$ cat config.mk
export PLATFORM = sky130hd
export DESIGN_NAME = pc_unit
export DESIGN_NICKNAME = d
export VERILOG_FILES = /design/src/rtl/pc_unit.sv
export SDC_FILE = /design/constraint.sdc
export NUM_CORES = 1
export LEC_CHECK = 0
export BUFFER_PORTS_ARGS = -buffer_cell sky130_fd_sc_hd__buf_2
export CAP_MARGIN = 10
export CORE_ASPECT_RATIO = 1.25
export CORE_MARGIN = 5
export CORE_UTILIZATION = 45
export DETAILED_ROUTE_END_ITERATION = 12
export PLACE_DENSITY = 0.77
export REMOVE_ABC_BUFFERS = 1
export SLEW_MARGIN = 20
export SYNTH_ARGS = -nofsm -noshare
export SYNTH_HDL_FRONTEND = slang
export SYNTH_SLANG_ARGS = --single-unit
$ cat constraint.sdc
create_clock -name clk -period 6.63 [get_ports clk]
set_input_delay 1.326 -clock clk [delete_from_list [all_inputs] [get_ports clk]]
set_output_delay 1.326 -clock clk [all_outputs]
set_load 0.03 [all_outputs]
$ cat src/rtl/pc_unit.sv
// Program-counter unit: BOOT/RUN/HALT sequencing, next-PC selection, traps and misalign checks.
// Optional compressed-instruction support is enabled with the PC_UNIT_RVC_EN macro.
module pc_unit #(
  parameter int unsigned     XLEN       = 32,
  parameter logic [XLEN-1:0] RESET_ADDR = '0,
  parameter int unsigned     BOOT_DELAY = 2
) (
  input  logic            clk,
  input  logic            reset,
  input  logic            stall,
  input  logic [2:0]      pc_sel,
  input  logic            branch_taken,
  input  logic [XLEN-1:0] imm,
  input  logic [XLEN-1:0] rs1_val,
  input  logic            trap_req,
  input  logic [XLEN-1:0] trap_vec,
  input  logic            halt_req,
  input  logic            resume,
`ifdef PC_UNIT_RVC_EN
  input  logic            is_compressed,
`endif
  output logic [XLEN-1:0] instruction_addr,
  output logic            pc_valid,
  output logic [XLEN-1:0] link_addr,
  output logic [XLEN-1:0] epc,
  output logic            misalign_fault
);

  typedef enum logic [1:0] {StBoot, StRun, StHalt} state_e;

  localparam logic [2:0] SelBranch = 3'd1;
  localparam logic [2:0] SelJal    = 3'd2;
  localparam logic [2:0] SelJalr   = 3'd3;
  localparam logic [2:0] SelMret   = 3'd4;

  state_e          state_q;
  logic [XLEN-1:0] pc_q;
  logic [XLEN-1:0] epc_q;
  logic            fault_q;
  logic [31:0]     boot_cnt_q;

  logic [XLEN-1:0] inc;
  logic [XLEN-1:0] target;
  logic [XLEN-1:0] trap_target;
  logic            target_check;
  logic            misaligned;
  logic            boot_done;

  always_comb begin
    inc = XLEN'(4);
`ifdef PC_UNIT_RVC_EN
    if (is_compressed) inc = XLEN'(2);
`endif
    link_addr    = pc_q + inc;
    trap_target  = trap_vec & ~XLEN'(3);
    target       = link_addr;
    target_check = 1'b0;
    case (pc_sel)
      SelBranch: begin
        if (branch_taken) begin
          target       = pc_q + imm;
          target_check = 1'b1;
        end
      end
      SelJal: begin
        target       = pc_q + imm;
        target_check = 1'b1;
      end
      SelJalr: begin
        target       = (rs1_val + imm) & ~XLEN'(1);
        target_check = 1'b1;
      end
      SelMret: begin
        target       = epc_q;
        target_check = 1'b1;
      end
      default: ;
    endcase
`ifdef PC_UNIT_RVC_EN
    misaligned = target_check & target[0];
`else
    misaligned = target_check & (target[1:0] != 2'b00);
`endif
  end

  // BOOT_DELAY of 0 or 1 both leave BOOT after a single cycle.
  assign boot_done = (BOOT_DELAY <= 32'd1) || (boot_cnt_q == 32'(BOOT_DELAY - 1));

  always_ff @(posedge clk) begin
    if (!reset) begin
      state_q    <= StBoot;
      pc_q       <= RESET_ADDR;
      epc_q      <= '0;
      fault_q    <= 1'b0;
      boot_cnt_q <= '0;
    end else begin
      fault_q <= 1'b0;
      case (state_q)
        StBoot: begin
          pc_q       <= RESET_ADDR;
          boot_cnt_q <= boot_cnt_q + 32'd1;
          if (boot_done) state_q <= StRun;
        end
        StRun: begin
          if (trap_req) begin
            epc_q <= pc_q;
            pc_q  <= trap_target;
          end else if (halt_req) begin
            state_q <= StHalt;
          end else if (!stall) begin
            if (misaligned) begin
              // A bad target is never fetched; it is redirected like a trap.
              epc_q   <= pc_q;
              pc_q    <= trap_target;
              fault_q <= 1'b1;
            end else begin
              pc_q <= target;
            end
          end
        end
        StHalt: begin
          if (resume && !halt_req) state_q <= StRun;
        end
        default: state_q <= StBoot;
      endcase
    end
  end

  assign instruction_addr = pc_q;
  assign epc              = epc_q;
  assign misalign_fault   = fault_q;
  assign pc_valid         = (state_q == StRun);

endmodule

======== After elaboration in Yosys (flattened, before gate mapping) ========
Cells that the tools add are included.
W data, S select, Z words.
cells by class
  add/subtract/negate cells ............... 4
  multipliers ............................. 0
  div/mod/pow operators ................... 0
  $lt $le $gt $ge ......................... 0
  eq/ne operators ......................... 15
  shifts and indexed selects .............. 0
  multiplexer cells ....................... 19
  bitwise gates (word level) .............. 3
  reduce and logical (&&, ||, !) cells .... 11
operator list
  cell                     count
  $mux W32                 9
  $pmux W32 S4             1
  $add A32 B32 Y32         2
  $pmux W32 S2             1
  $add A32 B1 Y32 const B  1
  $add A32 B3 Y32 const B  1
  $eq A32 B1 Y1 const B    1
  $ne A2 B2 Y1 const B     5
  $mux W2                  4
  $reduce_and A4 Y1        2
  $eq A3 B2 Y1 const B     2
  $ne A3 B3 Y1 const B     2
  $pmux W2 S3              1
  $reduce_bool A2 Y1       3
  $reduce_or A5 Y1         1
  $eq A3 B1 Y1 const B     1
  $eq A3 B3 Y1 const B     1
  $reduce_and A3 Y1        1
  $reduce_or A3 Y1         1
  $eq A2 B1 Y1 const B     1
  $eq A2 B2 Y1 const B     1
  $logic_not A2 Y1         1
  $mux W1                  2
  $ne A2 B1 Y1 const B     1
  5 further kinds          6
storage, ports and cells
  bits in registers ....................... 99
  latch bits .............................. 0
  RAM bits ................................ 0
  bits in read-only memories .............. 0
  bits of input ports ..................... 106
  output and inout port bits .............. 98
  word-level logic and storage cells ...... 57
  memories kept ........................... 0

======== Longest topological paths before layout ========
Gate-level depths: netlist of the first run.
  depth in word-level cells ............... 10
  gate-level depth with buffers ........... 11
  depth with buffers taken out ............ 11

======== Worst setup path before layout of the first run ========
OpenSTA, ideal clock, no wires.
  path kind ............................... register -> output
  start ................................... register pc_q[2], in the netlist instruction_addr[2]
  end ..................................... output port link_addr[30]
  data arrival time ....................... 2,314 ps
  required time ........................... 5,304 ps
  path slack .............................. 2,990 ps
  stages on the path, launching flop included .. 7
  path buffers ............................ 0
  cells stage by stage .................... dfxtp_1 > ha_1 > nand4_1 > or4_1 > nor2_2 > nand4_1 > xnor2_1
on the way
  longest elaborated chain between the ends .. 1
RTL lines
  what                    RTL line  text
  start, declared         37        logic [XLEN-1:0] pc_q;
  start signal, assigned  107       pc_q <= trap_target;
  start signal, assigned  114       pc_q <= trap_target;
  start signal, assigned  117       pc_q <= target;
  $add A32 B3 Y32         54        link_addr = pc_q + inc;
  end, declared           24        output logic [XLEN-1:0] link_addr,
No other way between the ends.

======== Worst setup path after layout of the first run ========
  start ................................... register pc_q[2], in the netlist instruction_addr[2]
  end ..................................... output port link_addr[26]
The elaborated chain is that of the path after synthesis.

==> impl_results.md, run 1 <==
* Status: completed
* Core area at 20000 um^2
* Met3 Use GR at 0.0449
* Sequential share of the synthesized area at 0.219
* Peak VDD IR at 0.125 mV
* Sequential power share at 0.331
* M1 GR Usage at 0.340
* # clock sinks at 99
* Min-Delay Path Class: register to register
* Vias per std cell at 6.20
* Mux contribution to synthesized area at 0.00677
* Hold_buf cts at 0
* # rows at 58
* Most used DFF post-synth: dfxtp_1
* Post-synth EDFFs at 0
* CTS Buf Count at 9
* XOR/XNOR Fraction of Synth Area at 0.0889
* Hold Path End: epc[29]
* Tightest Pin Transition at 0.948 ns
* Largest net degree at the start of global routing at 85
* Die Y at 169 um
* Internal power at 0.00120 W
* PwrDens at 193 nW/um^2
* Clk_lat worst skew at 0.36 ns
* Max incr delay on CP at 0.56 ns
* Routed Antenna Nets at 0
* CP top delay family: simple AND/OR/NAND/NOR gates
* Post-synthesis simple-gate area fraction at 0.258
* Setup crit end kind: output pin
* DRT Pass-1 Iters at 5
* Clk_skew at 0.00938 ns
* Combinational Power Share at 0.390
* Net Sw Frac at 0.409
* GPL Wtd Cong at 0.944
* Vias in the first global route at 9565
* Relative slew slack at 0.368
* Sw Pwr at 0.000830 W
* H-tree Lvls at 3
* R2R Setup Slk at 3.35 ns
* CP Cell Sequence: ha_1 -> nand4_1 -> or4_1 -> nor2_2 -> and2_1 -> xor2_1 -> buf_2
* Mapped Cells at 1192
* Avg Cell Area, Syn at 7.60 um^2
* CP required at 5.30 ns
* Die W at 137 um
* Final worst path period need at 4.40 ns
* Starting Density at 0.454
* Reg-to-reg startpoint: instruction_addr[0]
* Largest family of logic cells by synthesized area: compound AO/OA/AOI/OAI gates
* Post-Synth Adder-Cell Area at 0.0928
* Final setup violation count at 0
* HP Start: epc[29]
* CP max FO at 8
* Die area at 23100 um^2
* Slew Viols, Final at 0
* FF-to-FF path depth at 11
* Post-Syn Area at 9060 um^2
* P_leak at 4.43 nW
* GRT Util Overall at 0.275
* Residual DRC at 0
* Port bufs at 201
* Worst Hold Depth at 2
* CP max stage cell: or4_1
* Total wire length at 32800 um
* Critical path class: register to output pin
* CTS tree: yes
* Final period utilization at 0.663
* Resized Gates After CTS at 0
* Setup bufs post-CTS at 0
* Clock share of power at 0.278
* Max Clk Rate at 0.227 GHz
* Clock slew at reported path FFs at 0.07 ns
* Number of distinct library cells after synthesis at 95
* Compound-Gate Fraction of Synth Area at 0.291
* Number of antenna violations at the first check in global routing at 2
* Max Cap Viol at 0
* R2r endpoint: instruction_addr[30]
* GR Overflow Total at 0
* Fin Setup TNS at 0 ns
* Via count at 10.1k
* Ys async rst share at 0
* Worst path bufs/invs at 1
* Placed cell count at 1608
* Most used routing layer: met2
* Placed wire-length estimate at 24100 um
* Final non-filler cell total at 1625
* Global-route wire length before repair at 50400 um
* Root Driver: clkbuf_16
* Crit start category: register
* DRT iter0 DRCs at 886
* Arr. time, crit path at 3.07 ns
* Layout cell share with drive strength beyond 1 at 0.195
* I/O pin cnt at 204
* Flip-flop and latch count after synthesis at 99
* Wire per inst at 20.2 um
* CTS Buffer Depth at 2
* Unrepaired setup endpoints after global routing: no
* Hold Vio Cnt, Final at 0
* Yosys warns at 0
* GRT met2 Usage at 0.455
* Final net count at 1521
* Synth-to-layout area growth at 16.0%
cell usage after synthesis (6+ instances only):
| library cell | instances | area share |
|---|---|---|
| nand2_1 | 180 | 0.075 |
| dfxtp_1 | 99 | 0.22 |
| a21oi_1 | 78 | 0.043 |
| xnor2_1 | 70 | 0.068 |
| ha_1 | 64 | 0.088 |
| o21ai_0 | 59 | 0.033 |
| nor2_1 | 50 | 0.021 |
| clkbuf_1 | 42 | 0.017 |
| a21boi_1 | 38 | 0.031 |
| nand3_1 | 38 | 0.021 |
| nand4_1 | 35 | 0.024 |
| and2_1 | 32 | 0.022 |
| inv_1 | 31 | 0.013 |
| o21ai_1 | 23 | 0.013 |
| xor2_1 | 22 | 0.021 |
| nor3_1 | 19 | 0.010 |
| a21o_1 | 18 | 0.015 |
| a221oi_1 | 18 | 0.017 |
| buf_2 | 16 | 0.0088 |
| o211ai_1 | 16 | 0.013 |
| o21a_1 | 15 | 0.012 |
| and3_1 | 11 | 0.0076 |
| nand2b_1 | 11 | 0.0076 |
| nor4_1 | 11 | 0.0076 |
| a211oi_1 | 10 | 0.0083 |
| or3_1 | 10 | 0.0069 |
| a21boi_0 | 9 | 0.0075 |
| a221o_1 | 8 | 0.0088 |
| a31oi_1 | 8 | 0.0055 |
| nor2b_1 | 8 | 0.0055 |
| a222oi_1 | 7 | 0.0077 |
| a22o_1 | 6 | 0.0058 |
| and4_1 | 6 | 0.0058 |
| buf_4 | 6 | 0.0050 |
| o2111ai_1 | 6 | 0.0058 |
| or2_2 | 6 | 0.0041 |
power groups by stage:
stage	Sequential (W)	Clock (W)	Combinational [W]
finish	0.000672	0.000565	0.000792
global route	0.000678	0.000595	0.000853
CTS	0.000670	0.000575	0.000777
detailed placement	0.000684	0	0.000773
global placement	0.000684	0	0.000764
floorplan	0.000705	0	0.000486
final cells by class:
cell class	count	area, um^2
antenna	2	5.00
clock buffer	11	243
clock inverter	4	57.6
fill	1889	9450
inverter	31	116
multi-input combinational	998	6690
sequential	99	1980
tap	270	338
timing repair buffer	210	1070
cell usage in the layout (no fill, tap or decap), drive strengths merged, types with 4 or more instances in the layout:
cell     instances
o31a             4
nor4            13
and3            13
nor3            20
a22o             6
a31oi            9
ha              64
a21boi          47
nand2b          12
a211oi          10
and2            34
xnor2           70
o21ai           83
a32oi            5
xor2            22
buf            210
a222oi           7
clkbuf          11
o31ai            5
o21a            16
nand2          180
or2              9
inv             33
nand4           36
mux2i            5
o21bai           5
nor2b            8
or3             10
a21o            18
o2111ai          7
o221ai           4
o211ai          17
or4              4
a221oi          19
a221o            8
a21oi           80
dfxtp           99
nor2            56
and4             6
nand3           40
worst max path at each step:
stage               depth (start not counted)                 from  slack (ns)                   end
finish                                      7  instruction_addr[2]        2.23         link_addr[26]
global route                                7  instruction_addr[2]        2.11         link_addr[26]
CTS                                         7  instruction_addr[2]        2.27         link_addr[26]
detailed placement                         10            pc_sel[2]        2.16  instruction_addr[15]
global placement                           10            pc_sel[2]        2.20  instruction_addr[15]
floorplan                                   6            pc_sel[0]        2.62  instruction_addr[24]
registers in the layout, indices dropped and copies added (netlist names):
register          cells
boot_cnt_q           32
epc                  32
state_q               2
misalign_fault        1
instruction_addr     32
cell families (layout without fill, tap and decap cells):
logic type | count (synthesis) | in the layout
buf+inv | 95 | 256
mux | 6 | 6
fa+ha+maj | 66 | 66
xor+xnor | 92 | 92
flops | 99 | 99
compound gates | 379 | 379
other cells | 0 | 2
simple gates | 455 | 455
layer usage:
metal | up-vias | wire [um]
li1 | 4742 | -
met4 | 0 | 1940
met2 | 539 | 15100
met1 | 4666 | 12700
met3 | 135 | 3050
met5 | - | 0
metrics by stage:
step / setup WS, ns / hold WS, ns / utilization / total power (W) / area [um^2]
finish: 2.23 / 0.473 / 0.527 / 0.00203 / 10500
CTS: 2.27 / 0.472 / 0.526 / 0.00202 / 10500
floorplan: 2.62 / 0.465 / - / 0.00119 / 8780
global route: 2.11 / 0.493 / 0.526 / 0.00213 / 10500
global placement: 2.20 / 0.455 / 0.511 / 0.00145 / 10200
detailed placement: 2.16 / 0.462 / 0.511 / 0.00146 / 10200
worst register-to-register path, stage by stage, from the launching register on:
cell and delay [ns]:
dfxtp_1 0.42, ha_1 0.24, inv_1 0.07, fa_1 0.38
nand2b_1 0.21, a21oi_1 0.29, o211ai_1 0.19, a21oi_2 0.43
a211oi_1 0.28, o2111ai_1 0.25, o41ai_1 0.10, o31a_1 0.32
Power figures use the tool's default switching activity.
==> run 2, diff against run 1 <==
==> constraint.sdc (replaced) <==
create_clock -name clk -period 4.5 [get_ports clk]
set_input_delay 0.9 -clock clk [delete_from_list [all_inputs] [get_ports clk]]
set_output_delay 0.9 -clock clk [all_outputs]
set_load 0.03 [all_outputs]
==> run 2 against run 1 <==
Net effect: cell area up 0.69%; first-iteration DRC count rose by 4.7%; critical path depth did not move; clock skew decreased by 0.0033 ns; routed wire length is 1.0% higher; largest cell class unchanged; sequential power is 48% higher; global-route usage grew 0.17 points.
==> impl_results.md, run 2 (synthesis gave the netlist of run 1 again) <==
* Status: completed
* Arr. time, crit path at 3.06 ns
* R2r endpoint: instruction_addr[30]
* Max incr delay on CP at 0.56 ns
* DRT iter0 DRCs at 928
* Largest net degree at the start of global routing at 85
* Die Y at 169 um
* FF-to-FF path depth at 11
* WHS at 0.470 ns
* Clock slew at reported path FFs at 0.08 ns
* Area of the multi-input gates at 6690 um^2
* Routed Antenna Nets at 0
* I/O pin cnt at 204
* Die area at 23100 um^2
* CTS tree: yes
* CP required at 3.60 ns
* Commonest cells after routing, fill and taps aside: 201 x buf_2, 180 x nand2_1, 99 x dfxtp_1, 78 x a21oi_1, 70 x xnor2_1
* Most common cell after layout, fill and taps aside: buf_2
* Setup crit end kind: output pin
* P_leak at 4.48 nW
* Final period utilization at 0.880
* CP endpoint: link_addr[26]
* CP max FO at 8
* CTS Buffer Depth at 2
* Unrepaired setup endpoints after global routing: no
* Final net count at 1527
* Residual DRC at 0
* Starting Density at 0.454
* GPL Wtd Cong at 0.939
* Number of antenna violations at the first check in global routing at 3
* Root Driver: clkbuf_16
* Die W at 137 um
* Hold_buf cts at 0
* Placed wire-length estimate at 24700 um
* # clock sinks at 99
* Final setup violation count at 0
* Reg-to-reg startpoint: instruction_addr[0]
* Setup bufs post-CTS at 0
* Max Clk Rate at 0.253 GHz
* Critical path class: register to output pin
* GR Overflow Total at 0
* Port bufs at 201
* CTS Buf Count at 9
* Min-Delay Path Class: register to register
* Worst path bufs/invs at 1
* Worst setup startpoint: instruction_addr[2]
* Pwr Total at 0.00307 W
* Crit start category: register
* Resized Gates After CTS at 0
* Total wire length at 33200 um
* Clk_skew at 0.00606 ns
* Layout cell share with drive strength beyond 1 at 0.199
* Fin Setup TNS at 0 ns
* CP top delay family: simple AND/OR/NAND/NOR gates
* Crit path depth at 7
* Vias in the first global route at 9635
* CP Cell Sequence: ha_1 -> nand4_1 -> or4_1 -> nor2_2 -> and2_1 -> xor2_1 -> buf_2
* Tightest Pin Transition at 0.918 ns
* Wire per inst at 20.3 um
* PwrDens at 290 nW/um^2
* Slew Viols, Final at 0
* Global-route wire length before repair at 50600 um
* H-tree Lvls at 3
* Core area at 20000 um^2
* Relative slew slack at 0.388
* Synth-to-layout area growth at 16.8%
* Clk_lat worst skew at 0.36 ns
* R2R Setup Slk at 1.37 ns
* # rows at 58
* Fillcell total at 1929
* CP max stage cell: or4_1
* Via count at 10.1k
* Final worst path period need at 3.96 ns
* DRT Pass-1 Iters at 5
* Max Cap Viol at 0
* Vias per std cell at 6.19
* Register area at 1980 um^2
* Hold Vio Cnt, Final at 0
* GRT Util Overall at 0.277
* Peak VDD IR at 0.200 mV
run 2: worst reg2reg max path: cells and delay by family (launching register included):
| family | cells | cell delay (ns) |
|---|---|---|
| and+or+nand+nor | 1 | 0.21 |
| AOI/OAI and AO/OA | 7 | 1.76 |
| DFF | 1 | 0.42 |
| buffers and inverters | 1 | 0.07 |
| adders and majority gates | 2 | 0.60 |
run 2: how the worst min path moves through the flow:
stage,startpoint,endpoint,cells past startpoint
3_5_place_dp,epc[11],epc[11],2
4_1_cts,epc[11],epc[11],2
5_1_grt,epc[15],epc[15],2
3_3_place_gp,epc[11],epc[11],2
2_1_floorplan,boot_cnt_q[28],boot_cnt_q[28],2
6_report,epc[11],epc[11],2
run 2: final cells by class:
class                      count  share of cell area
antenna                        1            0.000236
clock buffer                   9              0.0213
clock inverter                 7              0.0102
inverter                      31              0.0110
multi-input combinational    998               0.632
sequential                    99               0.187
tap                          270              0.0319
timing repair buffer         216               0.106
run 2: layer usage:
metal | up-vias | global-route usage | routed length [um] | part of all wire
met3 | 128 | 0.0470 | 2990 | 0.090
met5 | - | 0 | 25 | 0.00075
met2 | 531 | 0.454 | 15500 | 0.47
met4 | 4 | 0.162 | 1980 | 0.060
met1 | 4702 | 0.338 | 12700 | 0.38
li1 | 4737 | - | - | -
run 2: report_power, final:
part | switching (W) | total, W | internal, W
sequential | 0.0000766 | 0.000992 | 0.000915
clock | 0.000405 | 0.000904 | 0.000499
combinational | 0.000768 | 0.00118 | 0.000409
run 2: per-stage QoR:
| stage | util | cells | instance area (um^2) | worst slack [ns] |
|---|---|---|---|---|
| after detailed placement | 0.513 | 1614 | 10200 | 0.810 |
| final | 0.530 | 1631 | 10600 | 0.542 |
| after global placement | 0.513 | 1614 | 10200 | 0.824 |
| after global routing | 0.530 | 1630 | 10600 | 0.513 |
| after CTS | 0.530 | 1630 | 10600 | 0.597 |
| after floorplan | - | 1128 | 8780 | 0.916 |
==> run 3, diff against run 2 <==
--- a/config.mk
+++ b/config.mk
@@ -7,11 +7,13 @@
 export LEC_CHECK = 0
 export BUFFER_PORTS_ARGS = -buffer_cell sky130_fd_sc_hd__buf_2
 export CAP_MARGIN = 10
+export CELL_PAD_IN_SITES_DETAIL_PLACEMENT = 1
+export CELL_PAD_IN_SITES_GLOBAL_PLACEMENT = 1
 export CORE_ASPECT_RATIO = 1.25
 export CORE_MARGIN = 5
-export CORE_UTILIZATION = 45
+export CORE_UTILIZATION = 40
 export DETAILED_ROUTE_END_ITERATION = 12
-export PLACE_DENSITY = 0.77
+export PLACE_DENSITY = 0.9
 export REMOVE_ABC_BUFFERS = 1
 export SLEW_MARGIN = 20
 export SYNTH_ARGS = -nofsm -noshare
==> run 3 against run 2 <==
Net effect: hold slack gained 0.0019 ns; clock power down 3.4%; power grew 1.1%; non-clock buffer count is 3 higher; worst setup slack worse by 0.15 ns; flip-flop and latch count stayed put; cell area up 0.27%; die area rose by 12%; maximum frequency fell by 3.6%; critical path depth stayed put; critical endpoint unchanged; largest power group unchanged.
==> impl_results.md, run 3 (synthesis gave the netlist of run 1 again) <==
* Status: completed
* Max Cap Viol at 0
* P_leak at 4.49 nW
* DRT Pass-1 Iters at 5
* Placed wire-length estimate at 28800 um
* Hold Path End: epc[16]
* Final period utilization at 0.912
* H-tree Lvls at 3
* Most common cell after layout, fill and taps aside: buf_2
* Residual DRC at 0
* Arr. time, crit path at 3.21 ns
* Final worst path period need at 4.11 ns
* Layout cell share with drive strength beyond 1 at 0.201
* Largest net degree at the start of global routing at 85
* Vias per std cell at 6.38
* Resized Gates After CTS at 0
* PwrDens at 293 nW/um^2
* Die W at 145 um
* Worst path bufs/invs at 1
* Final Util at 0.476
* Die Y at 178 um
* Pre-CTS setup slack at 0.630 ns
* Core area at 22300 um^2
* Setup crit end kind: output pin
* CP top delay family: simple AND/OR/NAND/NOR gates
* FF-to-FF path depth at 11
* Crit start category: register
* Synth-to-layout area growth at 17.1%
* Via count at 10.5k
* Critical path class: register to output pin
* CP required at 3.60 ns
* CTS Buffer Depth at 2
* Max Clk Rate at 0.244 GHz
* Number of antenna violations at the first check in global routing at 2
* Fillcell total at 2846
* I/O pin cnt at 204
* Vias in the first global route at 11.1k
* CP Cell Sequence: ha_1 -> nand4_1 -> or4_1 -> nor2_2 -> and2_1 -> xor2_1 -> buf_2
* WHS at 0.472 ns
* Hold Vio Cnt, Final at 0
* DRT iter0 DRCs at 780
* Slew Viols, Final at 0
* CP max stage cell: or4_1
* Crit path depth at 7
* Unrepaired setup endpoints after global routing: no
* Routed Antenna Nets at 0
* Final setup violation count at 0
* Global-route wire length before repair at 59400 um
* R2r endpoint: instruction_addr[30]
* Worst Hold Depth at 2
* GR Overflow Total at 0
* Setup bufs post-CTS at 0
* HP Start: epc[16]
* Commonest cells after routing, fill and taps aside: 201 x buf_2, 180 x nand2_1, 99 x dfxtp_1, 78 x a21oi_1, 70 x xnor2_1
* Hold_buf cts at 0
* Max incr delay on CP at 0.58 ns
* Clk_lat worst skew at 0.37 ns
* R2R Setup Slk at 1.24 ns
* GPL Wtd Cong at 0.954
* Port bufs at 201
* Relative slew slack at 0.388
* Final net count at 1530
* CP max FO at 8
* Fin Setup TNS at 0 ns
* Wire per inst at 23.4 um
* # rows at 61
* Die area at 25800 um^2
* Reg-to-reg startpoint: instruction_addr[0]
* Final Worst Setup Slack at 0.394 ns
* Total wire length at 38600 um
* Clock slew at reported path FFs at 0.08 ns
* Min-Delay Path Class: register to register
* Root Driver: clkbuf_16
* GRT Util Overall at 0.294
* Clk_skew at 0.00879 ns
* # clock sinks at 99
* Starting Density at 0.407
* Tightest Pin Transition at 0.917 ns
* CTS Buf Count at 9
* CTS tree: yes
* Peak VDD IR at 0.200 mV
* Worst setup startpoint: instruction_addr[2]
run 3: cell count changes in the layout (fill, tap and decap cells not counted), sizes merged:
cell | before | now
bufinv | 2 | 1
clkinv | 2 | 3
buf | 216 | 219
run 3: metrics by stage:
stage | total power (W) | instance area [um^2] | cells
6_report | 0.00311 | 10600 | 1647
4_1_cts | 0.00308 | 10600 | 1646
3_5_place_dp | 0.00221 | 10300 | 1630
3_3_place_gp | 0.00217 | 10300 | 1630
5_1_grt | 0.00322 | 10600 | 1646
2_1_floorplan | 0.00176 | 8780 | 1128
run 3: worst max path at each step:
stage / end / slack (ns)
floorplan: instruction_addr[24] / 0.92
global placement: instruction_addr[30] / 0.79
detailed placement: instruction_addr[30] / 0.63
CTS: link_addr[26] / 0.48
global route: link_addr[26] / 0.34
finish: link_addr[26] / 0.39
run 3: worst register-to-register path, delay by kind of cell, from the launching register on:
kind,cells,cell delay (ns)
AO/OA/AOI/OAI,7,1.84
adder cells (fa/ha/maj),2,0.61
buffers and inverters,1,0.07
flip-flops,1,0.40
AND/OR/NAND/NOR,1,0.22
run 3: layout make-up:
type | count | area (um^2) | area share
multi-input combinational | 998 | 6690 | 0.631
sequential | 99 | 1980 | 0.187
timing repair buffer | 219 | 1150 | 0.109
tap | 283 | 354 | 0.0334
clock buffer | 9 | 225 | 0.0212
inverter | 31 | 116 | 0.0110
clock inverter | 7 | 85.1 | 0.00802
antenna | 1 | 2.50 | 0.000236
run 3: report_power, final:
group / switching [W] / internal [W] / total [W]
Combinational: 0.000821 / 0.000420 / 0.00124
Sequential: 0.0000787 / 0.000915 / 0.000994
Clock: 0.000429 / 0.000444 / 0.000873
Total: 0.00133 / 0.00178 / 0.00311
run 3: routing by layer:
metal,GRT usage,share of wire,vias to the layer above
met4,0.177,0.063,4
met5,0,0.00080,-
met2,0.502,0.48,509
met1,0.335,0.38,5084
met3,0.0606,0.075,172
li1,-,-,4735
